==> config.mk <==
export PLATFORM = sky130hd
export DESIGN_NAME = alu_result_buffer
export DESIGN_NICKNAME = d
export VERILOG_FILES = /design/src/rtl/alu_result_buffer.sv
export SDC_FILE = /design/constraint.sdc
export NUM_CORES = 1
export LEC_CHECK = 0
export ABC_AREA = 1
export BUFFER_PORTS_ARGS = -buffer_cell sky130_fd_sc_hd__buf_2
export CAP_MARGIN = 20
export CORE_ASPECT_RATIO = 0.6
export CORE_UTILIZATION = 45
export CTS_CLUSTER_SIZE = 24
export DETAILED_ROUTE_END_ITERATION = 8
export PLACE_DENSITY = 0.75
export SYNTH_ARGS = -nofsm -noshare
export SYNTH_HDL_FRONTEND = slang
export SYNTH_SLANG_ARGS = --single-unit
==> constraint.sdc <==
create_clock -name CLK -period 4.07 [get_ports CLK]
set_input_delay 0.814 -clock CLK [delete_from_list [all_inputs] [get_ports CLK]]
set_output_delay 0.814 -clock CLK [all_outputs]
set_load 0.01 [all_outputs]
==> src/rtl/alu_result_buffer.sv <==
// Result FIFO behind the HAVEN ALU. It counts operations in flight so that every
// result the ALU returns already has a reserved slot. Overflow and unexpected results raise sticky flags.
module alu_result_buffer #(
  parameter int DATA_WIDTH   = 8,
  parameter int DEPTH        = 8,
  parameter int MAX_INFLIGHT = 4
) (
  input  logic                    CLK,
  input  logic                    RST,
  input  logic                    ACT,
  input  logic [DATA_WIDTH-1:0]   EX_ALU,
  input  logic                    EX_ALU_VLD,
  output logic                    ALU_RDY,
  output logic [DATA_WIDTH-1:0]   OUT_DATA,
  output logic                    OUT_VLD,
  input  logic                    OUT_RDY,
  output logic [$clog2(DEPTH):0]  FILL_LEVEL,
  output logic                    ERR_OVF,
  output logic                    ERR_UNEXP
);

  localparam int PTR_W = $clog2(DEPTH);
  localparam int CNT_W = PTR_W + 1;
  localparam int OCC_W = CNT_W + 1;
  localparam int INF_W = $clog2(MAX_INFLIGHT + 1);

  logic [DATA_WIDTH-1:0] mem [DEPTH];
  logic [PTR_W-1:0]      wr_ptr;
  logic [PTR_W-1:0]      rd_ptr;
  logic [INF_W-1:0]      inf;
  logic [OCC_W-1:0]      occupancy;
  logic                  full;
  logic                  issue;
  logic                  ret_dec;
  logic                  push;
  logic                  pop;

  assign full     = (FILL_LEVEL == CNT_W'(DEPTH));
  assign OUT_VLD  = (FILL_LEVEL != '0);
  assign OUT_DATA = OUT_VLD ? mem[rd_ptr] : '0;
  assign pop      = OUT_VLD & OUT_RDY;
  assign push     = EX_ALU_VLD & (~full | pop);

  // Stored entries plus results still owed by the ALU must never exceed the FIFO size
  assign occupancy = OCC_W'(FILL_LEVEL) + OCC_W'(inf);
  assign ALU_RDY   = ~RST & (occupancy < OCC_W'(DEPTH)) & (inf < INF_W'(MAX_INFLIGHT));
  assign issue     = ACT & ALU_RDY;
  assign ret_dec   = EX_ALU_VLD & (inf != '0);

  always_ff @(posedge CLK) begin
    if (push && !RST) begin
      mem[wr_ptr] <= EX_ALU;
    end
  end

  always_ff @(posedge CLK) begin
    if (RST) begin
      wr_ptr     <= '0;
      rd_ptr     <= '0;
      FILL_LEVEL <= '0;
      inf        <= '0;
      ERR_OVF    <= 1'b0;
      ERR_UNEXP  <= 1'b0;
    end else begin
      if (push) begin
        wr_ptr <= wr_ptr + 1'b1;
      end
      if (pop) begin
        rd_ptr <= rd_ptr + 1'b1;
      end
      if (push && !pop) begin
        FILL_LEVEL <= FILL_LEVEL + 1'b1;
      end else if (pop && !push) begin
        FILL_LEVEL <= FILL_LEVEL - 1'b1;
      end
      if (issue && !ret_dec) begin
        inf <= inf + 1'b1;
      end else if (ret_dec && !issue) begin
        inf <= inf - 1'b1;
      end
      // A dropped result still retires its in-flight slot through ret_dec above
      if (EX_ALU_VLD && full && !pop) begin
        ERR_OVF <= 1'b1;
      end
      if (EX_ALU_VLD && (inf == '0)) begin
        ERR_UNEXP <= 1'b1;
      end
    end
  end

endmodule

Word-level counts from Yosys, hierarchy flattened --
Memory sizes are Yosys's and may differ from the RTL's. A register that Yosys moved wholly into a read port is not among the register bits. Cells that the tools add are included. Widths: inputs -> output; s select.
Cells by class: mux-type cells 9, add/sub/neg operators 7, order comparisons 2, reductions and logical operators 18, eq/ne operators 1, bitwise operators 9
Operators by type and width (number):
- $mux 3 | 4
- $add 3x1->3 const B | 3
- $logic_and 1x1->1 | 8
- $mux 4 | 2
- $mux 8 | 1
- $and 1x1->1 | 6
- $add 4x3->5 | 1
- $logic_not 1->1 | 5
- $lt 5x4->1 const B | 1
- $add 4x1->4 const B | 1
- $eq 4x4->1 const B | 1
- $reduce_bool 2->1 | 2
- $reduce_bool 4->1 | 1
- $sub 4x1->4 const B | 1
- $logic_not 3->1 | 1
- $lt 3x3->1 const B | 1
- $reduce_bool 3->1 | 1
- $sub 3x1->3 const B | 1
- $mux 1 | 2
- $not 1->1 | 2
- $or 1x1->1 | 1
Storage, ports and cells: word-level logic and storage cells 53, memories 1, memory bits (writable) 64, bits in registers 15, input bits 13
Memories:
- mem | depth 8, width 8, rd ports 1, clocked after Yosys merged registers in 1, wr ports 1, line 27 | logic [DATA_WIDTH-1:0] mem [DEPTH];

Depth between registers and ports, before layout --
depth after elaboration 9, gate-level depth with buffers 14, gate-level depth less buffers 14

Worst setup path after synthesis --
Ideal clock, no wire load.
kind input to register, start input RST, end register inf[2], stages on the path 11, data required time 3957 ps, path buffers 0, data arrival time 2267 ps, path slack 1690 ps, path through nor2_1 > nand3_1 > a21oi_1 > and2_1 > ha_1 > inv_1 > fa_1 > a21oi_1 > o21ai_0 > nor2_1 > nor2_1
On the way: word-level cells in the longest chain between the ends 7, elaborated cells on any way between the ends 9, those cells by class mux: 1; bitwise: 4; reduce/logical: 4
RTL lines:
- start: declaration | line 9 | input logic RST,
- $not 1->1 (*) | line 46 | assign ALU_RDY = ~RST & (occupancy < OCC_W'(DEPTH)) & (inf < INF_W'(MAX_INFLIGHT));
- $and 1x1->1 (*) (2 in a row) | line 46
- named net ALU_RDY | line 13 | output logic ALU_RDY,
- $and 1x1->1 (*) | line 47 | assign issue = ACT & ALU_RDY;
- $logic_not 1->1 | line 78 | end else if (ret_dec && !issue) begin
- $logic_and 1x1->1 | line 78
- $reduce_bool 2->1 (no source line)
- end signal: assignment | line 77 | inf <= inf + 1'b1;
- end signal: assignment | line 79 | inf <= inf - 1'b1;
- end: declaration | line 30 | logic [INF_W-1:0] inf;
The timed path passes the listed nets; every way through them passes the cells marked *. A chain may end at the register's enable or synchronous reset.

==> metrics.log <==
INFO  metric design.portCount = 29
INFO  metric setup_violations = 0
INFO  metric worst_hold_path_type = flop to flop
INFO  metric post-cts-setup-buffers = 0
INFO  metric cts_root_buf = sky130_fd_sc_hd__clkbuf_16
INFO  metric worst_pin_slew = 1000 ps
INFO  metric place_area = 3720 um2
INFO  metric timing.critical_path.from_type = flop
INFO  metric route.detailed.drc = 0
INFO  metric max_slew_margin = 0.329
INFO  metric drt-initial-drc-count = 187
INFO  metric drt-pass1-iter-count = 4
INFO  metric grt_max_degree = 33
INFO  metric crit_arrival = 1950 ps
INFO  metric number_of_nets_at_the_end_of_the_flow = 385
INFO  metric tns = 0 ps
INFO  metric crit_path_cell_trace = buf_4, nor2_1, nor2_1, o21ai_1, nand3_1, nand2_1, nor2_1, buf_2
INFO  metric antenna-diode-count = 0
INFO  metric status = completed
INFO  metric netlist_instances = 334
INFO  metric die_x = 117 um
INFO  metric fp.coreArea = 7450 um2
INFO  metric static-leakage-power = 0.00156 uW
INFO  metric setup.worst_path.class = flop to output pin
INFO  metric worst_ir_drop_vdd = 0.000257 V
INFO  metric finalWorstPathRequiredPeriod = 2760 ps
INFO  metric timing.critical_path.fanout_max = 24
INFO  metric totalWireLength = 6820 um
INFO  metric worst_hold_path.num_cells = 2
INFO  metric timing.final.max_slew_violations = 0
INFO  metric area_growth_syn_to_layout = 14.0%
INFO  metric yosys_register_bits = 82
INFO  metric final_cell_area = 4040 um2
INFO  metric dp_hpwl = 4380 um
INFO  metric grt_pass1_vias = 2199
INFO  metric timing_hold_violations_final = 0
INFO  metric tritoncts_buffers = 9
INFO  metric wl_per_cell = 14.5 um
INFO  metric dieArea = 8250 um2
INFO  metric fp.dieH = 70.8 um
INFO  metric count_of_different_cell_masters_after_synthesis = 26
INFO  metric tritoncts = yes
INFO  metric layout-drive-gt1-share = 0.144
INFO  metric clk_path_buf_depth = 2
INFO  metric endpoint_kind = output pin
INFO  metric power-per-cell-area = 666 nW/um2
INFO  metric rr_worst_depth = 12
INFO  metric start_util = 0.476
INFO  metric ys_warn_count = 0
INFO  metric dp.cells = 455
INFO  metric synth_area = 3550 um2
INFO  metric routed_vias_inst = 5.02
INFO  metric crit_path_frequent_cell = sky130_fd_sc_hd__nor2_1
INFO  metric finalNonFillerCells = 471
INFO  metric cp_data_required_time = 3260 ps
INFO  metric postRouteAntennaNets = 0
INFO  metric slowest_delay = 530 ps
INFO  metric h-tree-depth = 3
INFO  metric grt_util_all_layers = 0.182
INFO  metric timing.final.crit_share = 0.678
INFO  metric clkLatencyLatePin = 330 ps
INFO  metric mappedNetlistNets = 357
INFO  metric drv_cap = 0
INFO  metric rows = 24
INFO  metric path_clk_slew = 60 ps
INFO  metric synth.avg_cell_area = 10.6 um2
INFO  metric hold_path_startpoint = ERR_OVF$_SDFFE_PP0P_
INFO  metric maxClockFrequency = 362 MHz
INFO  metric antenna_found_initial = 0
INFO  metric cts_hold_repair.buffers = 0
INFO  metric place.gp.congestion = 0.838
INFO  metric seq_area_frac_synth = 0.644
INFO  metric postCtsResizedCells = 0
INFO  metric cts_num_sinks = 82
INFO  metric globalRouteOverflowTotal = 0
INFO  metric grt_first_pass_wirelength = 10800 um
INFO  metric port_buffer_count = 28
INFO  metric crit_path_top_delay_cell = sky130_fd_sc_hd__dfxtp_1
INFO  metric timing.clock.skew = 4.17 ps
INFO  metric rsz_0062_raised_after_global_routing = false
INFO  metric launching_point_of_the_worst_reg2reg_path = FILL_LEVEL[1]$_SDFFE_PP0P_
INFO  metric detailroute.via_count = 2365
layout by cell type (no fill, tap or decap), drive strengths merged:
cell,count
nand3,16
edfxtp,64
a21oi,13
nor2,93
bufinv,2
inv,18
and2,1
nand2,31
o31ai,1
buf,30
clkinvlp,1
or2,2
nand4,2
o21ai,46
clkinv,4
xor2,5
clkbuf,9
fa,2
dfxtp,18
ha,8
o21bai,1
flip-flops by register name, indices dropped and copies added (netlist names), named ones only:
register / cells
mem: 64
ERR_UNEXP: 1
FILL_LEVEL: 4
wr_ptr: 3
inf: 3
rd_ptr: 3
ERR_OVF: 1
final timing paths:
| path | end | slack (ps) |
|---|---|---|
| worst max-delay path | OUT_DATA[7] | 1310 |
| worst min-delay path | ERR_OVF$_SDFFE_PP0P_ | 450 |
| worst max register to register | FILL_LEVEL[3]$_SDFFE_PP0P_ | 1460 |
| worst min register to register | ERR_OVF$_SDFFE_PP0P_ | 450 |
cells in the mapped netlist, drive strengths merged:
cell type   n  share of area
a21oi      13          0.018
and2        1         0.0018
buf        11          0.028
clkbuf      2         0.0021
dfxtp      18           0.10
edfxtp     64           0.54
fa          2          0.011
ha          8          0.028
inv        18          0.019
nand2      31          0.034
nand3      16          0.023
nand4       2         0.0035
nor2       93           0.10
o21ai      46          0.067
o21bai      1         0.0021
o31ai       1         0.0021
or2         2         0.0035
xor2        5          0.012
kinds of logic (layout without fill, tap and decap cells):
kind of cell	Yosys count	count (layout)	share of synthesized area
compound gates	61	61	0.0896
flops	82	82	0.644
fa+ha+maj	10	10	0.0395
xor+xnor	5	5	0.0123
simple gates	145	145	0.165
buf+inv	31	64	0.0494
critical path, delay by kind of cell (launching register included):
family,cells,cell delay (ps)
AOI/OAI and AO/OA,1,100
DFF,1,530
and+or+nand+nor,5,500
buffers and inverters,2,490
final cells by class:
class | instances | area, um2
Clock buffer | 9 | 225
Clock inverter | 7 | 93.8
Fill cell | 641 | 3400
Inverter | 18 | 67.6
Multi-Input combinational cell | 221 | 1090
Sequential cell | 82 | 2280
Tap cell | 104 | 130
Timing Repair Buffer | 30 | 155
routing by layer:
layer	wire, um	part of all wire	up-vias	GRT usage
li1	-	-	1190	-
met1	3300	0.48	1080	0.257
met2	2920	0.43	89	0.257
met3	545	0.080	6	0.0643
met4	51	0.0075	0	0.0689
met5	0	0	-	0
stage by stage:
stage | hold slack [ps] | total power (uW) | worst slack [ps] | utilization
2_1_floorplan | 459 | 1650 | 1690 | -
3_3_place_gp | 433 | 1840 | 1470 | 0.500
6_report | 450 | 2690 | 1310 | 0.543
5_1_grt | 479 | 2860 | 1120 | 0.543
4_1_cts | 453 | 2700 | 1270 | 0.543
3_5_place_dp | 445 | 1860 | 1390 | 0.500
power breakdown:
part | switching, uW | total [uW] | internal, uW
clock network | 311 | 846 | 535
registers | 76.7 | 1050 | 970
logic | 508 | 802 | 293
total | 896 | 2690 | 1800
(Power assumes the default switching activity.)
